--- src/rtl/pwm_multichannel_if.sv ---
// pwm_multichannel_if: width-write handshake from the modulator front end into the PWM block.
interface pwm_multichannel_if #(parameter int W = 11);
  logic wr_valid;
  logic wr_ready;
  logic [3:0] wr_channel;
  logic [W-1:0] wr_width;
  modport master (output wr_valid, wr_channel, wr_width, input wr_ready);
  modport slave (input wr_valid, wr_channel, wr_width, output wr_ready);
endinterface

--- src/rtl/pwm_multichannel.sv ---
// pwm_multichannel: shared single/dual-slope counter driving CHANNELS PWM comparators with boundary-applied widths.
// Define PWM_DITHER_EN for fractional widths dithered by per-channel accumulators.
module pwm_multichannel #(
  parameter int BITS = 11,
  parameter int CHANNELS = 4,
  parameter int FRAC_BITS = 4
) (
  input  logic clk,
  input  logic reset,
  input  logic [BITS-1:0] i_cfg_compare_max,
  input  logic i_cfg_dual_slope,
  pwm_multichannel_if.slave wr,
  output logic [CHANNELS-1:0] o_pending,
  output logic o_period_end,
  output logic [CHANNELS-1:0] o_pwm_out
);
`ifdef PWM_DITHER_EN
  localparam int W = BITS + FRAC_BITS;
`else
  localparam int W = BITS + 0 * FRAC_BITS;
`endif
  typedef enum logic {UP, DOWN} dir_t;
  dir_t r_dir, w_dir_nxt;
  logic [BITS-1:0] r_cnt, w_cnt_nxt, r_max;
  logic r_dual, w_end, w_dn;
  logic [W-1:0] r_shadow [CHANNELS];
  logic [W-1:0] r_active [CHANNELS];
  logic [W-1:0] w_next [CHANNELS];
  logic [BITS-1:0] r_width [CHANNELS];
  logic [BITS-1:0] w_eff [CHANNELS];
  logic [CHANNELS-1:0] r_pending, r_pwm, w_accept;
  logic [15:0] w_pend16;
`ifdef PWM_DITHER_EN
  logic [FRAC_BITS-1:0] r_acc [CHANNELS];
  logic [FRAC_BITS:0] w_sum [CHANNELS];
`endif
  // zero padding makes out-of-range channels always ready
  assign w_pend16 = 16'(r_pending);
  assign wr.wr_ready = !w_pend16[wr.wr_channel];
  assign w_accept = (wr.wr_valid && wr.wr_ready) ? CHANNELS'(16'd1 << wr.wr_channel) : '0;
  assign o_pending = r_pending;
  assign o_period_end = w_end;
  assign o_pwm_out = r_pwm;
  always_comb begin
    w_end = (r_max == '0) || (r_dual ? (r_max == BITS'(1) ? r_cnt == BITS'(1) : (r_dir == DOWN && r_cnt == BITS'(1))) : r_cnt == r_max);
    w_dn = r_dual && (r_dir == DOWN || r_cnt == r_max);
    w_cnt_nxt = w_end ? '0 : w_dn ? r_cnt - BITS'(1) : r_cnt + BITS'(1);
    w_dir_nxt = w_end ? UP : w_dn ? DOWN : r_dir;
  end
  always_comb
    for (int i = 0; i < CHANNELS; i++) begin
      w_next[i] = r_pending[i] ? r_shadow[i] : r_active[i];
`ifdef PWM_DITHER_EN
      w_sum[i] = {1'b0, r_acc[i]} + {1'b0, w_next[i][FRAC_BITS-1:0]};
      w_eff[i] = w_next[i][W-1:FRAC_BITS] + BITS'(w_sum[i][FRAC_BITS] && !(&w_next[i][W-1:FRAC_BITS]));
`else
      w_eff[i] = w_next[i];
`endif
    end
  always_ff @(posedge clk or posedge reset)
    if (reset) begin
      r_cnt <= '0;
      r_dir <= UP;
      r_max <= '1;
      r_dual <= 1'b0;
      r_pending <= '0;
      r_pwm <= '0;
      for (int i = 0; i < CHANNELS; i++) begin
        r_shadow[i] <= '0;
        r_active[i] <= '0;
        r_width[i] <= '0;
`ifdef PWM_DITHER_EN
        r_acc[i] <= '0;
`endif
      end
    end else begin
      r_cnt <= w_cnt_nxt;
      r_dir <= w_dir_nxt;
      r_pending <= (w_end ? '0 : r_pending) | w_accept;
      if (w_end) begin
        r_max <= i_cfg_compare_max;
        r_dual <= i_cfg_dual_slope;
      end
      for (int i = 0; i < CHANNELS; i++) begin
        if (w_accept[i]) r_shadow[i] <= wr.wr_width;
        if (w_end) begin
          r_active[i] <= w_next[i];
          r_width[i] <= w_eff[i];
`ifdef PWM_DITHER_EN
          r_acc[i] <= w_sum[i][FRAC_BITS-1:0];
`endif
        end
        r_pwm[i] <= r_cnt < r_width[i];
      end
    end
endmodule
--- src/flat_wrapper.sv ---
// flat-port wrapper written by rule: the top's interface ports become plain ports
module pwm_multichannel_flat 
#(
  parameter int BITS = 11,
  parameter int CHANNELS = 4,
  parameter int FRAC_BITS = 4
)
  (clk, reset, i_cfg_compare_max, i_cfg_dual_slope, o_pending, o_period_end, o_pwm_out, wr_wr_valid, wr_wr_channel, wr_wr_width, wr_wr_ready);
  pwm_multichannel_if wr_i ();
  input  logic clk;
  input  logic reset;
  input  logic [BITS-1:0] i_cfg_compare_max;
  input  logic i_cfg_dual_slope;
  output logic [CHANNELS-1:0] o_pending;
  output logic o_period_end;
  output logic [CHANNELS-1:0] o_pwm_out;
  input wire logic [$bits(wr_i.wr_valid)-1:0] wr_wr_valid;
  input wire logic [$bits(wr_i.wr_channel)-1:0] wr_wr_channel;
  input wire logic [$bits(wr_i.wr_width)-1:0] wr_wr_width;
  output wire logic [$bits(wr_i.wr_ready)-1:0] wr_wr_ready;
  assign wr_i.wr_valid = wr_wr_valid;
  assign wr_i.wr_channel = wr_wr_channel;
  assign wr_i.wr_width = wr_wr_width;
  assign wr_wr_ready = wr_i.wr_ready;
  pwm_multichannel #(.BITS(BITS), .CHANNELS(CHANNELS), .FRAC_BITS(FRAC_BITS)) u_core (.clk(clk), .reset(reset), .i_cfg_compare_max(i_cfg_compare_max), .i_cfg_dual_slope(i_cfg_dual_slope), .wr(wr_i), .o_pending(o_pending), .o_period_end(o_period_end), .o_pwm_out(o_pwm_out));
endmodule
--- config.mk ---
export PLATFORM = sky130hd
export DESIGN_NAME = pwm_multichannel_flat
export DESIGN_NICKNAME = d
export VERILOG_FILES = /design/src/rtl/pwm_multichannel_if.sv /design/src/rtl/pwm_multichannel.sv /design/src/flat_wrapper.sv
export SDC_FILE = /design/constraint.sdc
export NUM_CORES = 1
export LEC_CHECK = 0
export CORE_ASPECT_RATIO = 1.4
export CORE_MARGIN = 5
export CORE_UTILIZATION = 55
export CTS_BUF_LIST = sky130_fd_sc_hd__clkbuf_4
export DETAILED_ROUTE_END_ITERATION = 12
export DONT_BUFFER_PORTS = 1
export PLACE_DENSITY = 0.69
export SLEW_MARGIN = 10
export SYNTH_ARGS = -nofsm -noshare
export SYNTH_HDL_FRONTEND = slang
export SYNTH_SLANG_ARGS = --single-unit
--- constraint.sdc ---
create_clock -name clk -period 4.5 [get_ports clk]
set_input_delay 0.45 -clock clk [delete_from_list [all_inputs] [get_ports clk]]
set_output_delay 0.45 -clock clk [all_outputs]
set_load 0.01 [all_outputs]
==> flow_summary.json <==
{
  "ys.flop_type": "dfrtp_1",
  "pin_count": 40,
  "syn_area_sq_um": 6100,
  "finalCriticalPeriod_ns": 3.16,
  "antenna_found_initial": 0,
  "cts_root_buf": "clkbuf_4",
  "dieHeight_microns": 135,
  "gp_congestion": 0.823,
  "tightest_slew_ns": 0.816,
  "rsz0062_at_grt": "no",
  "drt-pass1-iter-count": 5,
  "power_density_nw_per_um2": 299,
  "cp.arrival_ns": 3.56,
  "clkTransAtPathRegs_ns": 0.11,
  "fp-row-count": 45,
  "fillCellCount": 849,
  "drv_slew": 0,
  "outcome": "finished clean",
  "max_stage_delay_ns": 0.60,
  "cap_violations": 0,
  "cts_made_buffers": 17,
  "yosys.area.top_type": "dfrtp_1",
  "fmax_mhz": 316,
  "crit_required_ns": 4.90,
  "post-route-period-util_pct": 70.3,
  "slowest_stage": "dfrtp_1",
  "yosysSeqAreaShare_pct": 49.5,
  "p_total_mw": 1.98,
  "total_leakage_power_nw": 3.25,
  "cts_tree": "built",
  "clock_path_buffers": 2,
  "grt_overflow_total": 0,
  "grtUsageTotal_pct": 20.6,
  "synth-edff-count": 0,
  "grt_start_max_net_pins": 44,
  "fp.dieArea_sq_um": 13300,
  "initial_utilization_pct": 56.1,
  "synthArstFlopShare_pct": 100,
  "ir_worst_vdd_uv": 204,
  "drtIter0Drc": 117,
  "cp-start-kind": "flop",
  "clk_latency_ns": 0.52,
  "hp-class": "in -> reg",
  "drive_gt1_share_pct": 27.3,
  "synth-seq-cells": 120,
  "cts_num_sinks": 120,
  "final_nets": 599,
  "cts.repair.resized": 0,
  "finalHoldViolations": 0,
  "coreArea_sq_um": 10900,
  "slew-limit-headroom_pct": 45.3,
  "die_w_microns": 99.0,
  "synth.distinct_cells": 49,
  "pre_cts_slack_ns": 1.38,
  "grt_pass1_vias": 4154,
  "vias_per_cell": 5.70,
  "path_cells": "inv_1, ha_1, and3b_1, nand4_1, a22oi_1, a21oi_2, buf_4, clkinv_2, nand2_1, mux2_2",
  "yosysWarnings": 0,
  "n_antenna_cell": 0,
  "io_buffers": 0,
  "worst-path-max-fanout": 30,
  "finalWorstSetupSlack_ns": 1.34,
  "avgSynthCellArea_sq_um": 11.9,
  "routed_wl_mm": 12.8,
  "syn_inst": 511,
  "drc": 0,
  "syn_nets": 584,
  "finalClockSkew_ns": 0.0154,
  "synth_top_area_share_pct": 44.7,
  "fin_tns_setup_ns": 0,
  "htree_levels": 4,
  "dp_hpwl_mm": 9.08,
  "wl_per_cell_microns": 18.9,
  "area_growth_pct": 8.54,
  "crit_type": "reg -> reg",
  "final-setup-viol-count": 0,
  "synth.area.top_cells": "dfrtp_1 45%, mux2_2 13%, ha_1 8.8%",
  "postRouteAntennaNets": 0,
  "final_core_util_pct": 60.9,
  "end_kind": "flop",
  "via_count": 3874,
  "grt_pass1_wl_mm": 21.2
}
==> cells by family after synthesis <==
group	Yosys count	share of synthesized area [%]
and+or+nand+nor	117	9.91
AOI/OAI and AO/OA	52	5.52
buffers and inverters	66	4.84
adders and majority gates	43	8.82
muxes	95	18.8
xor gates and xnor gates	18	2.59
DFF	120	49.5
==> cells in the final DEF, fill, tap and decap left out, types with 5 or more instances in the layout <==
cell type / synthesis / routed
o21a_1: 8 / 8
mux2_2: 68 / 68
dfstp_2: 11 / 11
nand4_1: 5 / 5
a21oi_1: 14 / 14
ha_1: 43 / 43
nor2_1: 23 / 23
dfrtp_1: 109 / 109
mux2i_1: 6 / 6
o21ai_0: 10 / 10
clkbuf_4: 0 / 19
dlygate4sd3_1: 0 / 12
inv_1: 46 / 45
nand2_1: 51 / 51
mux2_4: 20 / 20
xor2_1: 5 / 5
inv_4: 0 / 5
xnor2_1: 13 / 13
clkinv_2: 1 / 5
nand3_1: 10 / 10
==> cell type report <==
type	instances	area [sq um]	share of cell area, %
flip-flops and latches	120	3020	45.6
multi-input cells	325	2790	42.1
inverters	47	180	2.72
well taps	141	176	2.67
clock inverters	13	174	2.63
clock buffers	19	143	2.16
repair buffers	15	143	2.16
==> report_power, final <==
part           switching [mW]  internal (mW)
clock network           0.403          0.453
logic                  0.0241         0.0124
registers             0.00215           1.08
==> path summary, 6_finish.rpt <==
check	start	end	slack (ns)	depth (start not counted)
worst max-delay path	u_core.r_cnt[1]$_DFF_PP0_	u_core.r_active[20]$_DFFE_PP0P_	1.34	10
min in group asynchronous	reset	u_core.r_shadow[29]$_DFFE_PP0P_	0.45	2
max in group asynchronous	reset	u_core.r_active[1]$_DFFE_PP0P_	3.12	3
worst max register to register	u_core.r_cnt[1]$_DFF_PP0_	u_core.r_active[20]$_DFFE_PP0P_	1.34	10
worst min-delay path	i_cfg_dual_slope	u_core.r_dual$_DFFE_PP0P_	0.05	2
worst min register to register	u_core.r_max[9]$_DFFE_PP1P_	u_core.r_max[9]$_DFFE_PP1P_	0.48	2
==> repair_timing <==
action | 4_1_cts | 5_1_grt
hold buffers | 11 | 1
setup buffers | 0 | 0
hold endpoints to repair | 42 | 1
==> registers in the layout (all words and copies together), names as in the netlist <==
| signal | count |
|---|---|
| u_core.r_max | 11 |
| u_core.o_pending | 4 |
| u_core.o_pwm_out | 4 |
| u_core.r_cnt | 11 |
| u_core.r_shadow | 44 |
| u_core.r_active | 44 |
| u_core.r_dual | 1 |
| u_core.r_dir | 1 |
==> routing by layer <==
metal / track usage, % / share of wire [%] / wire [microns] / up-vias
li1: - / - / - / 1804
met1: 24.0 / 40 / 5120 / 1964
met2: 34.9 / 53 / 6760 / 78
met3: 5.12 / 3.4 / 435 / 28
met4: 10.8 / 4.0 / 515 / 0
met5: 0 / 0 / 0 / -
==> Yosys cell counts, types with 2 or more instances <==
cell type  number
o31ai_1         4
buf_6           4
a21oi_1        14
buf_1           3
mux2_2         68
nor4_1          2
xnor2_1        13
nor3b_2         2
or4_1           2
ha_1           43
a21boi_0        4
nand3_1        10
buf_2           9
mux2i_1         6
dfrtp_1       109
inv_1          46
a211oi_1        4
nor2_1         23
nand2_2         2
nor3_1          3
xor2_1          5
nand4_1         5
and3_1          3
nand2_1        51
mux2_4         20
nor3b_1         3
o21a_1          8
dfstp_2        11
o21ai_0        10
nor4_4          2
o211ai_1        4
==> stage by stage <==
stage	hold WS [ns]	instances	cell area, sq um
finish	0.0539	680	6620
global route	0.0191	680	6620
CTS	0.00454	679	6610
detailed placement	0.396	636	6180
global placement	0.388	636	6180
floorplan	0.448	511	6100
==> worst max-delay path: cells and delay by family (launching register included) <==
family          cells  cell delay, ns
simple gates        3            0.84
buf+inv             3            0.78
flops               1            0.60
mux                 1            0.40
fa+ha+maj           1            0.21
compound gates      2            0.20
(Power assumes the default switching activity.)
